File: src/rtl/serial_to_parallel_if.sv
// rtl/serial_to_parallel_if.sv - serial input / parallel output bundle for serial_to_parallel
interface serial_to_parallel_if;
   logic       data_in;
   logic [7:0] data_out;
   logic       valid_out;
   logic       active;
   logic       byte_strobe;

   // Upstream side: supplies the serial stream, observes recovered bytes
   modport master (
      output data_in,
      input  data_out,
      input  valid_out,
      input  active,
      input  byte_strobe
   );

   // Deserializer side
   modport slave (
      input  data_in,
      output data_out,
      output valid_out,
      output active,
      output byte_strobe
   );
endinterface

File: src/rtl/serial_to_parallel.sv
// rtl/serial_to_parallel.sv - comma-aligned serial to parallel byte deserializer
module serial_to_parallel #(
   parameter logic [7:0] IDLE_BYTE  = 8'hBC,
   parameter int         SYNC_COUNT = 4
) (
   input  logic                 clk_8f,
   input  logic                 reset_L,
   serial_to_parallel_if.slave  bus
);

   localparam int              BC_W   = (SYNC_COUNT < 2) ? 1 : $clog2(SYNC_COUNT + 1);
   localparam logic [BC_W-1:0] BC_MAX = BC_W'(SYNC_COUNT);
   localparam logic [BC_W-1:0] BC_ONE = BC_W'(1);

   typedef enum logic [1:0] {UNLOCKED, SYNC, ACTIVE} state_t;

   state_t          state, state_nxt;
   logic [6:0]      shift_q;
   logic [2:0]      bit_cnt, bit_cnt_nxt;
   logic [BC_W-1:0] bc_cnt, bc_cnt_nxt;
   logic [7:0]      data_q, data_nxt;
   logic            valid_q, valid_nxt;
   logic            strobe_q, strobe_nxt;

   logic [7:0]      candidate;
   logic            is_idle;
   logic            boundary;

   // The byte ending on this edge includes the bit being sampled right now
   assign candidate = {shift_q, bus.data_in};
   assign is_idle   = (candidate == IDLE_BYTE);
   assign boundary  = (bit_cnt == 3'd7);

   // State and datapath registers; reset drops lock and any partial byte at once
   always_ff @(posedge clk_8f or negedge reset_L) begin
      if (!reset_L) begin
         state    <= UNLOCKED;
         shift_q  <= '0;
         bit_cnt  <= '0;
         bc_cnt   <= '0;
         data_q   <= '0;
         valid_q  <= 1'b0;
         strobe_q <= 1'b0;
      end else begin
         state    <= state_nxt;
         shift_q  <= candidate[6:0];
         bit_cnt  <= bit_cnt_nxt;
         bc_cnt   <= bc_cnt_nxt;
         data_q   <= data_nxt;
         valid_q  <= valid_nxt;
         strobe_q <= strobe_nxt;
      end
   end

   // Alignment search, comma counting and lock
   always_comb begin
      state_nxt   = state;
      bit_cnt_nxt = bit_cnt + 3'd1;
      bc_cnt_nxt  = bc_cnt;
      case (state)
         UNLOCKED: begin
            // Slide one bit per edge until a comma lines up; that edge becomes byte 0
            bit_cnt_nxt = '0;
            if (is_idle) begin
               bc_cnt_nxt = BC_ONE;
               state_nxt  = (SYNC_COUNT <= 1) ? ACTIVE : SYNC;
            end
         end
         SYNC: begin
            if (boundary) begin
               if (is_idle) begin
                  if (bc_cnt != BC_MAX) bc_cnt_nxt = bc_cnt + BC_ONE;
                  if (bc_cnt >= BC_MAX - BC_ONE) state_nxt = ACTIVE;
               end else begin
                  // A broken comma run throws alignment away; search restarts next edge
                  state_nxt   = UNLOCKED;
                  bc_cnt_nxt  = '0;
                  bit_cnt_nxt = '0;
               end
            end
         end
         ACTIVE: begin
            // Lock is sticky until reset
         end
         default: begin
            state_nxt   = UNLOCKED;
            bit_cnt_nxt = '0;
            bc_cnt_nxt  = '0;
         end
      endcase
   end

   // Byte delivery once locked; idle bytes strobe but keep the last data byte
   always_comb begin
      data_nxt   = data_q;
      valid_nxt  = valid_q;
      strobe_nxt = 1'b0;
      if (state == ACTIVE && boundary) begin
         strobe_nxt = 1'b1;
         if (is_idle) begin
            valid_nxt = 1'b0;
         end else begin
            data_nxt  = candidate;
            valid_nxt = 1'b1;
         end
      end
   end

   assign bus.data_out    = data_q;
   assign bus.valid_out   = valid_q;
   assign bus.byte_strobe = strobe_q;
   assign bus.active      = (state == ACTIVE);

endmodule

File: src/flat_wrapper.sv
// flat-port wrapper written by rule: the top's interface ports become plain ports
module serial_to_parallel_flat 
#(
   parameter logic [7:0] IDLE_BYTE  = 8'hBC,
   parameter int         SYNC_COUNT = 4
)
  (clk_8f, reset_L, bus_data_in, bus_data_out, bus_valid_out, bus_active, bus_byte_strobe);
  serial_to_parallel_if bus_i ();
  input  logic clk_8f;
  input  logic reset_L;
  input wire logic [$bits(bus_i.data_in)-1:0] bus_data_in;
  output wire logic [$bits(bus_i.data_out)-1:0] bus_data_out;
  output wire logic [$bits(bus_i.valid_out)-1:0] bus_valid_out;
  output wire logic [$bits(bus_i.active)-1:0] bus_active;
  output wire logic [$bits(bus_i.byte_strobe)-1:0] bus_byte_strobe;
  assign bus_i.data_in = bus_data_in;
  assign bus_data_out = bus_i.data_out;
  assign bus_valid_out = bus_i.valid_out;
  assign bus_active = bus_i.active;
  assign bus_byte_strobe = bus_i.byte_strobe;
  serial_to_parallel #(.IDLE_BYTE(IDLE_BYTE), .SYNC_COUNT(SYNC_COUNT)) u_core (.clk_8f(clk_8f), .reset_L(reset_L), .bus(bus_i));
endmodule
File: config.mk
export PLATFORM = sky130hd
export DESIGN_NAME = serial_to_parallel_flat
export DESIGN_NICKNAME = d
export VERILOG_FILES = /design/src/rtl/serial_to_parallel_if.sv /design/src/rtl/serial_to_parallel.sv /design/src/flat_wrapper.sv
export SDC_FILE = /design/constraint.sdc
export NUM_CORES = 1
export LEC_CHECK = 0
export CAP_MARGIN = 40
export CORE_UTILIZATION = 60
export CTS_BUF_LIST = sky130_fd_sc_hd__clkbuf_2 sky130_fd_sc_hd__clkbuf_4 sky130_fd_sc_hd__clkbuf_8
export CTS_CLUSTER_DIAMETER = 200
export DETAILED_ROUTE_END_ITERATION = 10
export HOLD_SLACK_MARGIN = 0.1
export PLACE_DENSITY_LB_ADDON = 0.08
export SETUP_SLACK_MARGIN = 0.1
export SYNTH_ARGS = -nofsm -noshare
export SYNTH_HDL_FRONTEND = slang
export SYNTH_SLANG_ARGS = --single-unit
File: constraint.sdc
create_clock -name clk_8f -period 2.3 [get_ports clk_8f]
set_input_delay 0.46 -clock clk_8f [delete_from_list [all_inputs] [get_ports clk_8f]]
set_output_delay 0.46 -clock clk_8f [all_outputs]
set_load 0.005 [all_outputs]
==> summary.md, run 1 <==
| Metric | Value |
|---|---|
| Fin worst setup slack | `0.2109 ns` |
| DR vias/cell | `5.473` |
| Share of cells above drive strength 1 | `0.1887` |
| Instance count of the mapped netlist | `88` |
| Die H | `45.08 um` |
| Final Net Count | `118` |
| Hold Path Stages | `0` |
| Die X-Extent | `45.08 um` |
| RSZ-0062 raised after global routing | `false` |
| 1st-pass router iterations | `4` |
| Hold Buf Count CTS | `0` |
| Worst min-delay path category | `reg2reg` |
| Layout area overhead | `17.64%` |
| Vias in the first global route | `678` |
| Mean Syn Cell Area | `12.65 sq um` |
| Final ANT Viol Nets | `0` |
| TritonCTS Buffers | `3` |
| Wire length on met2 | `851 um` |
| Site Rows | `15` |
| CTS sink cnt | `25` |
| Pleak | `0.5848 nW` |
| Full die area | `2032 sq um` |
| Post-Place Setup Slack | `0.1709 ns` |
| Status | `finished, final reports clean` |
| RD Place Congestion | `0.9335` |
| Global-route wire length before repair | `3063 um` |
| Final hold vios | `0` |
| Worst r2r src | `u_core.bc_cnt[0]$_DFFE_PN0P_` |
| CP Capture Type | `output pin` |
| Pwr/cell area | `528.1 nW/um^2` |
| Hold_sp | `u_core.shift_q[1]$_DFF_PN0_` |
| Inst Count DP | `127` |
| Min cycle time layout | `2.089 ns` |
| Worst setup SP type | `flip-flop` |
| Register clock-pin slew on the reported worst setup and hold paths | `0.13 ns` |
| Hold EP | `u_core.shift_q[2]$_DFF_PN0_` |
| Port buffer count | `13` |
| Post-layout util | `0.7587` |
| Number of primary I/O pins | `14` |
| Setup TNS | `0 ns` |
| Largest net degree at the start of global routing | `26` |
| Initial DRC Count | `30` |
| Fmax | `478.7 MHz` |
| Max clock buf depth | `2` |
| WS Path Type | `reg2out` |
| Max cap viols | `0` |
| Top Metal Used | `met4` |
| TritonCTS clock tree | `built` |
| Post-CTS Setup Repair Bufs | `0` |
| Clk_lat worst skew | `0.31 ns` |
| Syn Std Cell Area | `1114 sq um` |
| Routed WL per cell | `13.79 um` |
| Max Fanout on Critical Path | `5` |
| Initial antenna violation count | `0` |
| Hold_ws | `0.4182 ns` |
| Req. time, crit path | `1.84 ns` |
| Via count | `717` |
| Slew @ Worst Pin | `0.5621 ns` |
| Residual DRC count | `0` |
| Final setup viols | `0` |
| Gr ovfl total | `0` |
| Syn. warnings | `0` |
| Max-slew violations | `0` |
| Final WL | `1807 um` |
| Seq/Total Area, Yosys | `0.5618` |
| Mapped Nets | `99` |
| Crit path arrival time | `1.63 ns` |
| R2R Path End | `u_core.state[0]$_DFFE_PN0P_` |
| Worst vdd ir | `0.4968 mV` |
| Clock skew | `0.008585 ns` |
| Area of the core | `1727 sq um` |
| CTS-repair resized insts | `0` |
| Total power | `691.8 uW` |
| R2r worst-path depth | `6` |
| M1 WL | `853 um` |
| Final Cycle Share | `0.9083` |
| Register bit total from synthesis | `25` |
| Hpwl dp | `1413 um` |
| Final instance area | `1310 sq um` |
| Metal3 WL | `84 um` |
| Initial Utilization | `0.6449` |
| Antenna Cells | `0` |
| Max-Slew Margin vs Limit | `0.6230` |
| H-tree Lvls | `1` |
| Flop2flop setup slack | `0.48 ns` |
| Post-Layout Cell Count | `131` |
| Post-synth cell types | `24` |
| Root buf cell | `clkbuf_4` |
| DP Area | `1282 sq um` |
| Tot GR Track Use | `0.2174` |
[routing by layer]
| metal | track usage | up-vias |
|---|---|---|
| met3 | 0.03600 | 2 |
| met4 | 0.1091 | 0 |
| met1 | 0.3225 | 339 |
| met5 | 0 | - |
| met2 | 0.3101 | 26 |
| li1 | - | 350 |
[final cells by class]
| cell class | instances | area, sq um |
|---|---|---|
| flip-flops and latches | 25 | 625.6 |
| multi-input cells | 52 | 446.7 |
| fillers | 124 | 416.7 |
| repair buffers | 14 | 137.6 |
| inverters | 11 | 41.29 |
| well taps | 25 | 31.28 |
| clock buffers | 3 | 22.52 |
| clock inverters | 1 | 5.005 |
[power breakdown]
part / total (mW) / switching (mW) / internal, mW / leakage (nW)
Clock: 0.188 / 0.123 / 0.0649 / 0.0177
Combinational: 0.0422 / 0.0183 / 0.0240 / 0.272
Sequential: 0.462 / 0.00875 / 0.453 / 0.295
Total: 0.692 / 0.150 / 0.542 / 0.585
[synthesized netlist by cell type, drive strengths merged]
cell type  number  area [sq um]
dfrtp          25         625.6
inv            11         41.29
ha              8         100.1
mux2            8         90.09
nor2            6         25.03
o21ai           6         30.03
nand2           5         18.77
a31oi           3         18.77
a21o            2         15.01
o22ai           2         12.51
a211oi          1         7.510
a21oi           1         5.000
a221o           1         10.01
a221oi          1         8.760
and4            1         8.760
nand4b          1         15.01
nor3            1         16.27
nor4            1         21.27
o21a            1         7.510
o41ai           1         16.27
or2             1         8.760
or3             1         11.26
[flip-flops by register name, summed over array words and instances, names as in the netlist]
register and count:
u_core.bus.data_out 8, u_core.shift_q 7, u_core.bc_cnt 3, u_core.bit_cnt 3
u_core.state 2, u_core.bus.byte_strobe 1, u_core.bus.valid_out 1
[layout by cell type (no fill, tap or decap)]
cell	n
nor3_4	1
dfrtp_1	25
o41ai_2	1
mux2_2	8
or2_4	1
clkdlybuf4s50_1	13
buf_4	1
o21a_1	1
or3_4	1
o21ai_1	2
and4_1	1
a211oi_1	1
o22ai_1	2
nor4_4	1
a21o_1	2
o21ai_0	4
inv_1	11
nand4b_2	1
a221oi_1	1
a21oi_1	1
ha_1	8
clkinv_2	1
a31oi_1	3
clkbuf_4	3
nand2_1	5
nor2_2	1
a221o_1	1
nor2_1	5
[worst max-delay path, cell delays in order (launching register included)]
cell	delay [ns]
dfrtp_1	0.42
inv_1	0.11
ha_1	0.26
clkdlybuf4s50_1	0.53
[cells by family after synthesis]
group,Yosys count,synth area share
flip-flops,25,0.5618
adder cells (fa/ha/maj),8,0.08989
AND/OR/NAND/NOR,17,0.1124
AO/OA/AOI/OAI,19,0.1180
multiplexers,8,0.08090
buffers and inverters,11,0.03708
[worst max-delay path by stage]
stage | cells after the start | from | endpoint
floorplan | 4 | bus_data_in | u_core.bc_cnt[2]$_DFFE_PN0P_
global placement | 5 | bus_data_in | u_core.bc_cnt[2]$_DFFE_PN0P_
detailed placement | 5 | bus_data_in | u_core.bc_cnt[2]$_DFFE_PN0P_
CTS | 3 | u_core.state[0]$_DFFE_PN0P_ | bus_active
global route | 3 | u_core.state[0]$_DFFE_PN0P_ | bus_active
finish | 3 | u_core.state[0]$_DFFE_PN0P_ | bus_active
Note: power is estimated with default switching activity, not from simulation.
==> inputs of run 2 (changes only) <==
--- a/config.mk
+++ b/config.mk
@@ -9,6 +9,7 @@
 export CORE_UTILIZATION = 60
 export CTS_BUF_LIST = sky130_fd_sc_hd__clkbuf_2 sky130_fd_sc_hd__clkbuf_4 sky130_fd_sc_hd__clkbuf_8
 export CTS_CLUSTER_DIAMETER = 200
+export CTS_CLUSTER_SIZE = 25
 export DETAILED_ROUTE_END_ITERATION = 10
 export HOLD_SLACK_MARGIN = 0.1
 export PLACE_DENSITY_LB_ADDON = 0.08
==> results of run 2 <==
Same layout as run 1: the final DEF is identical, and so are final timing and power.
==> inputs of run 3 (changes only) <==
--- a/config.mk
+++ b/config.mk
@@ -5,6 +5,7 @@
 export SDC_FILE = /design/constraint.sdc
 export NUM_CORES = 1
 export LEC_CHECK = 0
+export ABC_CLOCK_PERIOD_IN_PS = 2300
 export CAP_MARGIN = 40
 export CORE_UTILIZATION = 60
 export CTS_BUF_LIST = sky130_fd_sc_hd__clkbuf_2 sky130_fd_sc_hd__clkbuf_4 sky130_fd_sc_hd__clkbuf_8
==> results of run 3 <==
Same layout as run 1: the final DEF is identical, and so are final timing and power.
